[src/rtl/debounce_pkg.sv]
// debounce_pkg: shared types and limits for the debounce/edge-detect block.
//   state_t            - 2-bit FSM state encoding used by debounce_edge_detect
//   MIN_STABLE_CYCLES  - smallest legal stability window
//   MIN_SYNC_STAGES    - smallest legal synchronizer depth
package debounce_pkg;

  typedef enum logic [1:0] {
    STABLE_LO = 2'd0,
    WAIT_HI   = 2'd1,
    STABLE_HI = 2'd2,
    WAIT_LO   = 2'd3
  } state_t;

  localparam int MIN_STABLE_CYCLES = 2;
  localparam int MIN_SYNC_STAGES   = 2;

endpackage

[src/rtl/debounce_edge_detect_sync_chain.sv]
// sync_chain: multi-flop synchronizer that brings an asynchronous 1-bit
// input into the clk domain.
// Ports:
//   clk  - rising-edge clock
//   rst  - synchronous active-high reset, loads RESET_VAL into every stage
//   din  - asynchronous input
//   dout - synchronized output (last stage)
module sync_chain
  import debounce_pkg::*;
#(
  parameter int   SYNC_STAGES = 2,
  parameter logic RESET_VAL   = 1'b0
) (
  input  logic clk,
  input  logic rst,
  input  logic din,
  output logic dout
);

  if (SYNC_STAGES < MIN_SYNC_STAGES) begin : g_bad_sync_stages
    $error("sync_chain: SYNC_STAGES must be at least %0d", MIN_SYNC_STAGES);
  end

  logic [SYNC_STAGES-1:0] sync_p;

  // Stage boundary: shift din through SYNC_STAGES flops, bit 0 is the first.
  always_ff @(posedge clk) begin
    if (rst) begin
      sync_p <= {SYNC_STAGES{RESET_VAL}};
    end else begin
      sync_p <= {sync_p[SYNC_STAGES-2:0], din};
    end
  end

  assign dout = sync_p[SYNC_STAGES-1];

endmodule

[src/rtl/debounce_edge_detect.sv]
// debounce_edge_detect: turns a raw asynchronous 1-bit input (button, switch)
// into a clean synchronous level plus single-cycle rise/fall strobes.
// A new level is accepted only after STABLE_CYCLES consecutive identical
// synchronized samples taken on enabled cycles.
// Ports:
//   clk     - rising-edge clock
//   rst     - synchronous active-high reset
//   din_raw - raw asynchronous input
//   en      - sample enable; 0 freezes FSM, counter and q
//   q       - debounced level
//   rise    - one-cycle pulse when a 0->1 change is accepted
//   fall    - one-cycle pulse when a 1->0 change is accepted
//   busy    - high while a candidate change is being qualified
module debounce_edge_detect
  import debounce_pkg::*;
#(
  parameter int   STABLE_CYCLES = 16,
  parameter int   SYNC_STAGES   = 2,
  parameter logic RESET_VAL     = 1'b0
) (
  input  logic clk,
  input  logic rst,
  input  logic din_raw,
  input  logic en,
  output logic q,
  output logic rise,
  output logic fall,
  output logic busy
);

  if (STABLE_CYCLES < MIN_STABLE_CYCLES) begin : g_bad_stable_cycles
    $error("debounce_edge_detect: STABLE_CYCLES must be at least %0d",
           MIN_STABLE_CYCLES);
  end

  localparam int             CNT_W   = $clog2(STABLE_CYCLES);
  localparam logic [CNT_W-1:0] CNT_MAX = CNT_W'(STABLE_CYCLES - 1);
  localparam logic [CNT_W-1:0] CNT_ONE = CNT_W'(1);
  localparam state_t         RST_STATE = RESET_VAL ? STABLE_HI : STABLE_LO;

  logic           s;
  state_t         state, state_d;
  logic [CNT_W-1:0] cnt, cnt_d;
  logic           q_d, rise_d, fall_d;

  sync_chain #(
    .SYNC_STAGES (SYNC_STAGES),
    .RESET_VAL   (RESET_VAL)
  ) u_sync (
    .clk  (clk),
    .rst  (rst),
    .din  (din_raw),
    .dout (s)
  );

  // Next-state logic. Pulses default low so a pending strobe always clears on
  // the following edge, even when en is low. The first differing sample
  // already counts as one, so the WAIT state starts at cnt=1.
  always_comb begin
    state_d = state;
    cnt_d   = cnt;
    q_d     = q;
    rise_d  = 1'b0;
    fall_d  = 1'b0;
    if (en) begin
      unique case (state)
        STABLE_LO: begin
          if (s) begin
            state_d = WAIT_HI;
            cnt_d   = CNT_ONE;
          end
        end
        WAIT_HI: begin
          if (!s) begin
            state_d = STABLE_LO;
            cnt_d   = '0;
          end else if (cnt == CNT_MAX) begin
            state_d = STABLE_HI;
            cnt_d   = '0;
            q_d     = 1'b1;
            rise_d  = 1'b1;
          end else begin
            cnt_d = cnt + CNT_ONE;
          end
        end
        STABLE_HI: begin
          if (!s) begin
            state_d = WAIT_LO;
            cnt_d   = CNT_ONE;
          end
        end
        WAIT_LO: begin
          if (s) begin
            state_d = STABLE_HI;
            cnt_d   = '0;
          end else if (cnt == CNT_MAX) begin
            state_d = STABLE_LO;
            cnt_d   = '0;
            q_d     = 1'b0;
            fall_d  = 1'b1;
          end else begin
            cnt_d = cnt + CNT_ONE;
          end
        end
        default: begin
          state_d = RST_STATE;
          cnt_d   = '0;
        end
      endcase
    end
  end

  // Stage boundary: FSM, counter, level and strobe registers.
  always_ff @(posedge clk) begin
    if (rst) begin
      state <= RST_STATE;
      cnt   <= '0;
      q     <= RESET_VAL;
      rise  <= 1'b0;
      fall  <= 1'b0;
    end else begin
      state <= state_d;
      cnt   <= cnt_d;
      q     <= q_d;
      rise  <= rise_d;
      fall  <= fall_d;
    end
  end

  assign busy = (state == WAIT_HI) || (state == WAIT_LO);

endmodule

[config.mk]
export PLATFORM = sky130hd
export DESIGN_NAME = debounce_edge_detect
export DESIGN_NICKNAME = d
export VERILOG_FILES = /design/src/rtl/debounce_pkg.sv /design/src/rtl/debounce_edge_detect_sync_chain.sv /design/src/rtl/debounce_edge_detect.sv
export SDC_FILE = /design/constraint.sdc
export NUM_CORES = 1
export LEC_CHECK = 0
export ABC_AREA = 1
export BUFFER_PORTS_ARGS = -buffer_cell sky130_fd_sc_hd__buf_4
export CAP_MARGIN = 25
export CORE_AREA = 2 2 39 41
export DETAILED_ROUTE_END_ITERATION = 8
export DIE_AREA = 0 0 41 43
export SYNTH_ARGS = -nofsm -noshare
export SYNTH_HDL_FRONTEND = slang
export SYNTH_HIERARCHICAL = 1
export SYNTH_SLANG_ARGS = --single-unit
[constraint.sdc]
create_clock -name clk -period 1.9 [get_ports clk]
set_input_delay 0.095 -clock clk [delete_from_list [all_inputs] [get_ports clk]]
set_output_delay 0.095 -clock clk [all_outputs]
set_load 0.005 [all_outputs]
==> reports/metrics.cfg, run 1 <==
[synthesis]
ys_seq_elements = 11
synth_area_leaders = dfxtp_1, nand2_1, nor2_1, nand3_1, inv_1
yosysUniqueCellTypes = 19
synth_area_leader_cell = dfxtp_1
synth_cells = 77
ys_warn_count = 6
syn_nets = 82
syn_area_um2 = 559.3
yosysSeqAreaShare = 0.3937
syn_avg_cell_area_um2 = 7.263
synth_top_area_frac = 0.3937

[floorplan]
start_util = 0.4042
core_area_um2 = 1384
die_area_um2 = 1763
rows = 14
io_pins = 8
die_h_um = 43
die_w_um = 41

[sta]
min_period_over_period = 0.6492
worst_pin_slew_ps = 260.8
setup_viol = 0
hold_viol = 0
maxSlewHeadroom = 0.8259
timing.fmax_mhz = 810.7
skew_ps = 5.502
slew_viol_final = 0
period_minus_slack_ps = 1234
rsz0062_at_grt = false
tns_ps = 0
final.setup.worst_slack_ps = 666.5

[final_layout]
regArea_um2 = 220.2
finalNetCount = 93
n_antenna_cell = 0
area_growth_pct = 17.00
multi_input_area_um2 = 297.8
fillers = 150
layout-drive-gt1-share = 0.2759

[routing]
vias_per_cell = 4.864
num_vias = 501
drcViolationCount = 0
avgRoutedWirePerCell_um = 10.00
firstDrtPassIters = 4
drt_first_iter_violations = 10
drtAntennaViolNets = 0
routed_wl_um = 1030

[power]
ir_worst_vdd_v = 0.0003017
p_per_area_nw_per_um2 = 691.8
leakage_nw = 0.2894

[place]
io_buffers = 7
dp_hpwl_um = 776.1
preCtsSetupSlack_ps = 684.9
place_congestion = 0.8208

[setup_path]
path_class = reg2reg
cp.required_ps = 2110
arrival_ps = 1450
crit_fanout = 6
critPathMaxStageDelay_ps = 400
worst_setup_path_start_kind = flop
end_kind = flop
cp_common_cell = nor2_1
path_cells = ha_1, nand3_2, nand2_1, nor2_4, nor2_2, nor2_1, nor2_1
crit_slowest_cell = dfxtp_1

[global_routing]
grt_overflow = 0
grt_max_degree = 9
grt_pass1_vias = 425
grt_pass1_wl_um = 1842
grt_use_total = 0.1571
antenna_found_initial = 0

[cts]
clock_sinks = 11
cts_max_level = 1
tritoncts = built
clkTransAtPathRegs_ps = 70
cts_buffers = 3
post_cts_resized = 0
clockRootBuffer = clkbuf_4
clockBufferDepth = 2
post_cts_buffers = 0
clock_latency_ps = 270
cts_hold_buf = 0

[outcome]
status = finished clean

[job]
drv_cap = 0

[worst_hold_path]
hp-class = in2reg

==> final cells by class <==
type | count | share of cell area
sequential | 11 | 0.3365
multi-input combinational | 55 | 0.4551
tap | 16 | 0.03059
timing repair buffer | 7 | 0.08031
clock buffer | 4 | 0.04015
inverter | 10 | 0.05736
==> layout by cell type (no fill, tap or decap) <==
master,count
nor2_1,13
nand2_1,13
dfxtp_1,11
inv_1,9
nand3_1,7
buf_4,7
nand2_2,4
a21oi_1,4
nand3_2,3
clkbuf_4,3
nor2_2,2
nor2_4,2
nor3_1,1
inv_2,1
nor3_2,1
nand3b_1,1
nand4_1,1
a21oi_2,1
o21ai_1,1
ha_1,1
clkbuf_1,1
==> power breakdown <==
group | internal (mW) | leakage (nW) | switching (mW) | total [mW]
Sequential | 0.237 | 0.0894 | 0.00836 | 0.246
Combinational | 0.0180 | 0.185 | 0.0257 | 0.0437
Clock | 0.0814 | 0.0150 | 0.0817 | 0.163
==> routing by layer <==
metal  GRT usage  vias up  share of wire
met3     0.04712        5          0.057
met5           0        -              0
met4      0.1000        0          0.031
met2      0.2063       14           0.46
li1            -      264              -
met1      0.2143      218           0.45
==> synthesized netlist by cell type <==
cell       n
clkbuf_1   1
nand3_2    3
inv_1      9
nor2_2     2
a21oi_1    4
nand2_1   13
nor2_1    13
nand4_1    1
ha_1       1
dfxtp_1   11
nor3_1     1
nand3b_1   1
nand2_2    4
o21ai_1    1
a21oi_2    1
nor3_2     1
nor2_4     2
inv_2      1
nand3_1    7
==> path summary, 6_finish.rpt <==
kind | slack (ps) | end | from | cells past startpoint
setup / recovery | 670 | flop | cnt[0] | 7
setup reg to reg | 670 | flop | cnt[0] | 7
hold reg to reg | 410 | u_sync/sync_p[1] | u_sync/sync_p[0] | 2
hold / removal | 8 | q | rst | 2
==> cell families after synthesis <==
logic type      share of synthesized area
flops                              0.3937
fa+ha+maj                         0.02237
compound gates                    0.06040
simple gates                       0.4497
buf+inv                           0.07381
==> state kept, by name, indices dropped and copies added, names as in the netlist, named ones only <==
signal,cells
cnt,4
fall,1
q,1
rise,1
state,1
u_sync/sync_p,2
==> per-stage QoR <==
stage / hold slack, ps / utilization / std cells / power [mW] / instance area [µm²]
floorplan: 164.1 / - / 77 / 0.2805 / 559.3
global placement: 297.6 / 0.4539 / 99 / 0.2951 / 628.1
global route: 3.907 / 0.4729 / 103 / 0.4827 / 654.4
CTS: 3.611 / 0.4729 / 103 / 0.4629 / 654.4
detailed placement: 299.2 / 0.4539 / 99 / 0.2954 / 628.1
finish: 7.929 / 0.4729 / 103 / 0.4527 / 654.4
==> critical path: cells and delay by family, from the launching register on <==
family | cells | cell delay, ps
fa+ha+maj | 1 | 220
flops | 1 | 400
simple gates | 6 | 550
Note: power is estimated with default switching activity, not from simulation.
==> inputs of run 2 (changes only) <==
- clock period: 1.9 -> 1.06 ns (I/O delays scaled with it)
==> run 2 against run 1 <==
  * The flow now finishes with violations (setup timing)
  * Non-clock buffer count is 6 higher
  * Die area stayed put
  * Fmax is 15% higher
  * Sequential share of layout area is 3.2 points lower
  * Clock skew hardly changed
  * Utilization is 7.0 points higher
  * Clock power is 79% higher
  * Via count is 4.8% higher
  * Critical path type unchanged
  * Largest cell class unchanged
  * Largest power group unchanged
==> reports/metrics.cfg, run 2 (synthesis gave the netlist of run 1 again) <==
[sta]
min_period_over_period = 1.013
final.setup.worst_slack_ps = -13.87
slew_viol_final = 0
skew_ps = 5.153
tns_ps = -13.87
whs_ps = 98.09
worst_pin_slew_ps = 221.5
period_minus_slack_ps = 1074
timing.fmax_mhz = 931.2
hold_viol = 0
maxSlewHeadroom = 0.8521
setup_viol = 1
rsz0062_at_grt = true

[setup_path]
critPathMaxStageDelay_ps = 340
cp_common_cell = nor2_1
crit_slowest_cell = dfxtp_2
cp.required_ps = 1230
path_class = reg2reg
arrival_ps = 1250
crit_fanout = 6
worst_setup_path_start_kind = flop
end_kind = flop
path_cells = ha_4, nand3_4, nand2_2, nor2_4, nor2_2, nor2_1, nor2_1

[routing]
routed_wl_um = 1178
num_vias = 525
drtAntennaViolNets = 0
vias_per_cell = 4.817
firstDrtPassIters = 4
drcViolationCount = 0
drt_first_iter_violations = 3
avgRoutedWirePerCell_um = 10.81

[floorplan]
start_util = 0.4042
die_h_um = 43
die_w_um = 41
core_area_um2 = 1384
rows = 14
io_pins = 8
die_area_um2 = 1763

[outcome]
status = finished with violations
violations = setup timing

[final_layout]
most-common-layout-cells = nor2_1, nand2_1, buf_4, inv_1
largest_reg_flops = 4
multi_input_area_um2 = 335.3
finish.instance_area_um2 = 750.7
post-route-util = 0.5425
fillers = 139
final_common_cell = nor2_1
fin_cells = 109
regArea_um2 = 229.0
largestRegisters = cnt (4), u_sync/sync_p (2)
top_register = cnt
finalNetCount = 99
area_growth_pct = 34.23
layout-drive-gt1-share = 0.4194
n_antenna_cell = 0

[cts]
cts_buffers = 3
post_cts_buffers = 0
clockRootBuffer = clkbuf_4
tritoncts = built
clock_sinks = 11
clockBufferDepth = 2
clkTransAtPathRegs_ps = 70
cts_max_level = 1
clock_latency_ps = 270

[global_routing]
antenna_found_initial = 0
met3_usage = 0.03141
grt_use_met1 = 0.2110
grt_max_degree = 9
busiest_layer = met2
grt_use_total = 0.1662
grt_pass1_vias = 504
grtUsageMet2 = 0.2469
grt_overflow = 0
grt_pass1_wl_um = 1980

[place]
dpl_cell_area_um2 = 688.2
io_buffers = 7
place_inst = 103
dp_hpwl_um = 880
preCtsSetupSlack_ps = -18.70
place_congestion = 0.8123

[power]
p_total_mw = 0.8299
ir_worst_vdd_v = 0.0006466
leakage_nw = 0.3217
p_per_area_nw_per_um2 = 1105

[worst_hold_path]
hp-class = in2reg

[job]
drv_cap = 0

## run 2: cell count changes in the layout (fill, tap and decap cells not counted), sizes merged
cell         delta
buf             +4
dlygate4sd3     +2
## run 2: routing by layer
metal,up-vias,routed length [µm]
met5,-,0
met4,0,30
met3,5,44
met2,9,572
met1,235,531
li1,276,-
## run 2: layout make-up
class                      instances  area share
timing repair buffer              13      0.1367
multi-input combinational         55      0.4467
tap                               16     0.02667
sequential                        11      0.3050
clock buffer                       4     0.03500
inverter                          10     0.05000
## run 2: timing repair
item,4_1_cts,5_1_grt
pin swaps,1,2
hold buffers,2,0
cloned,0,0
setup endpoints to repair,3,6
gates resized for setup,3,4
endpoints found under the hold margin,4,0
## run 2: where the power goes
part | total (mW) | internal, mW | switching (mW)
registers | 0.440 | 0.426 | 0.0149
logic | 0.0988 | 0.0445 | 0.0543
clock network | 0.291 | 0.146 | 0.145
## run 2: final timing paths
check             depth (start not counted)  slack [ps]             start               end
hold reg to reg                           2         400  u_sync/sync_p[0]  u_sync/sync_p[1]
hold / removal                            3         100                en              fall
setup reg to reg                          7         -10            cnt[0]              flop
setup / recovery                          7         -10            cnt[0]              flop
## run 2: worst max-delay path, delay by kind of cell (launching register included)
kind	cells	cell delay, ps
and+or+nand+nor	6	480
DFF	1	340
adders and majority gates	1	160
==> inputs of run 3 (changes only) <==
- SYNTH_HIERARCHICAL: 1 -> default
==> run 3 against run 2 <==
  * The run now ends clean
  * Hold slack worse by 21 ps
  * Fmax up 3.5%
  * Power is 5.4% lower
  * Register-to-register slack better by 40 ps
  * Clock power fell by 3%
  * First-iteration DRC count is 100% higher
  * Utilization decreased by 0.090 points
  * Worst setup slack improved by 36 ps
  * Die area did not move
  * Synthesized area is 9.8% lower
  * Clock-buffer cell count is the same
  * Largest cell class unchanged
  * Largest power group unchanged
==> reports/metrics.cfg, run 3 <==
[place]
dp_hpwl_um = 832.8
dpl_cell_area_um2 = 651.9
place_congestion = 0.8142
io_buffers = 7

[final_layout]
area_growth_pct = 48.64
final_common_cell = nand2_1
layout-drive-gt1-share = 0.3711
largestRegisters = cnt (4), u_sync.sync_p (2)
top_register = cnt
n_antenna_cell = 0
finalNetCount = 103
finish.instance_area_um2 = 749.5
post-route-util = 0.5416
most-common-layout-cells = nand2_1, buf_4, nor2_1, inv_1, dfxtp_1
largest_reg_flops = 4

[setup_path]
critical_path.top_delay_family = flip-flops
crit_fanout = 4
path_class = reg2reg
end_kind = flop
path_cells = inv_1, nand2_2, buf_4, o21ai_4, nand3_1, nand2_1, nor2_1
cp.required_ps = 1220
crit_slowest_cell = dfxtp_2
worst_setup_path_start_kind = flop
critPathBufInv = 2
r2r_slack_ps = 20
critPathMaxStageDelay_ps = 340
arrival_ps = 1190
worstRegToRegCells = 7
r2r-end = q

[job]
drv_cap = 0

[global_routing]
grt_use_total = 0.1600
grt_pass1_vias = 469
grt_pass1_wl_um = 1945
grt_overflow = 0
grt_max_degree = 7
antenna_found_initial = 0

[worst_hold_path]
worstHoldStart = en
hold_path_depth = 3
hp-class = in2reg
hold_end = state[0]

[cts]
clockRootBuffer = clkbuf_4
tritoncts = built
clockBufferDepth = 2
post_cts_buffers = 0
clock_latency_ps = 260
cts_max_level = 1
clock_sinks = 11
clkTransAtPathRegs_ps = 70
cts_buffers = 3

[routing]
drt_first_iter_violations = 6
drcViolationCount = 0
avgRoutedWirePerCell_um = 9.841
num_vias = 515
drtAntennaViolNets = 0
vias_per_cell = 4.558
routed_wl_um = 1112
firstDrtPassIters = 4

[synthesis]
synth_cells = 76
synth_flop_cell = dfxtp_1
yosysUniqueCellTypes = 12
ys_warn_count = 0
yosys-top-cells-count = nand2_1, dfxtp_1, inv_1, nor2_1, nand3_1
synth_edf_count = 0
async_reset_ff_frac = 0
syn_avg_cell_area_um2 = 6.635
syn_area_um2 = 504.2
yosysSeqAreaShare = 0.4367
synth_area_leaders = dfxtp_1, nand2_1, inv_1, nor2_1, nand3_1
synth_top_area_frac = 0.4367
ys_seq_elements = 11
synth_area_leader_cell = dfxtp_1
syn_nets = 81
yosysMostFrequentCell = nand2_1

[sta]
skew_ps = 1.456
setup_viol = 0
min_period_over_period = 0.9792
worst_pin_slew_ps = 252.9
period_minus_slack_ps = 1038
rsz0062_at_grt = true
timing.fmax_mhz = 963.5
maxSlewHeadroom = 0.8312
hold_viol = 0
slew_viol_final = 0

[power]
leakage_nw = 0.3293
ir_worst_vdd_v = 0.0004929
p_per_area_nw_per_um2 = 1047

[outcome]
status = finished clean

[floorplan]
io_pins = 8
die_h_um = 43
rows = 14
die_area_um2 = 1763
core_area_um2 = 1384
die_w_um = 41
start_util = 0.3644

==> run 3: routing by layer <==
metal	track usage	routed length [µm]
met5	0	0
met4	0.08000	9
met3	0.03141	38
met2	0.2313	489
met1	0.2168	574
==> run 3: what timing repair did <==
| item | 4_1_cts | 5_1_grt |
|---|---|---|
| hold buffers | 2 | 0 |
| endpoints found under the hold margin | 5 | 0 |
| gates resized for setup | 9 | 7 |
| cloned | 0 | 0 |
| setup endpoints to repair | 9 | 9 |
| pin swaps | 1 | 0 |
==> run 3: per-stage QoR <==
stage               cells  setup TNS, ps  hold WS, ps  power (mW)  setup slack (ps)
floorplan              76              0        122.1      0.4666             6.799
global placement      107         -136.7        253.3      0.4986            -80.13
detailed placement    107         -144.8        260.0      0.4980            -56.78
CTS                   113              0        67.40      0.7862             11.12
global route          113         -280.9        71.55      0.8213            -48.17
finish                113              0        77.42      0.7850             22.07
==> run 3: final cells by class <==
cell class                      count  area (µm²)
Timing Repair Buffer               18       140.1
Multi-Input combinational cell     53       292.8
Clock buffer                        4       26.28
Fill cell                         129       634.4
Sequential cell                    11       229.0
Tap cell                           16       20.02
Inverter                           11       41.29
==> run 3: power breakdown <==
group          switching (mW)  leakage, nW  internal (mW)
logic                  0.0404        0.223         0.0367
clock network           0.136       0.0150          0.145
registers             0.00657       0.0918          0.420
==> run 3: worst max path at each step <==
stage                  end  slack, ps  depth (start not counted)
floorplan           cnt[0]          7                          6
global placement    cnt[0]        -80                          7
detailed placement  cnt[0]        -60                          7
CTS                   rise         10                          4
global route          flop        -50                          7
finish                   q         20                          7
==> run 3: logic make-up (layout without fill, tap and decap cells) <==
logic type,count (synthesis),in the layout,share of synthesized area
compound gates,8,8,0.07941
fa+ha+maj,1,1,0.02481
buf+inv,12,33,0.08932
flops,11,11,0.4367
simple gates,44,44,0.3697
==> run 3: worst reg2reg max path: stages, from the launching register on <==
cell and delay, ps:
dfxtp_2 340, inv_1 60, nand2_2 70, buf_4 150
o21ai_4 120, nand3_1 90, nand2_1 70, nor2_1 30
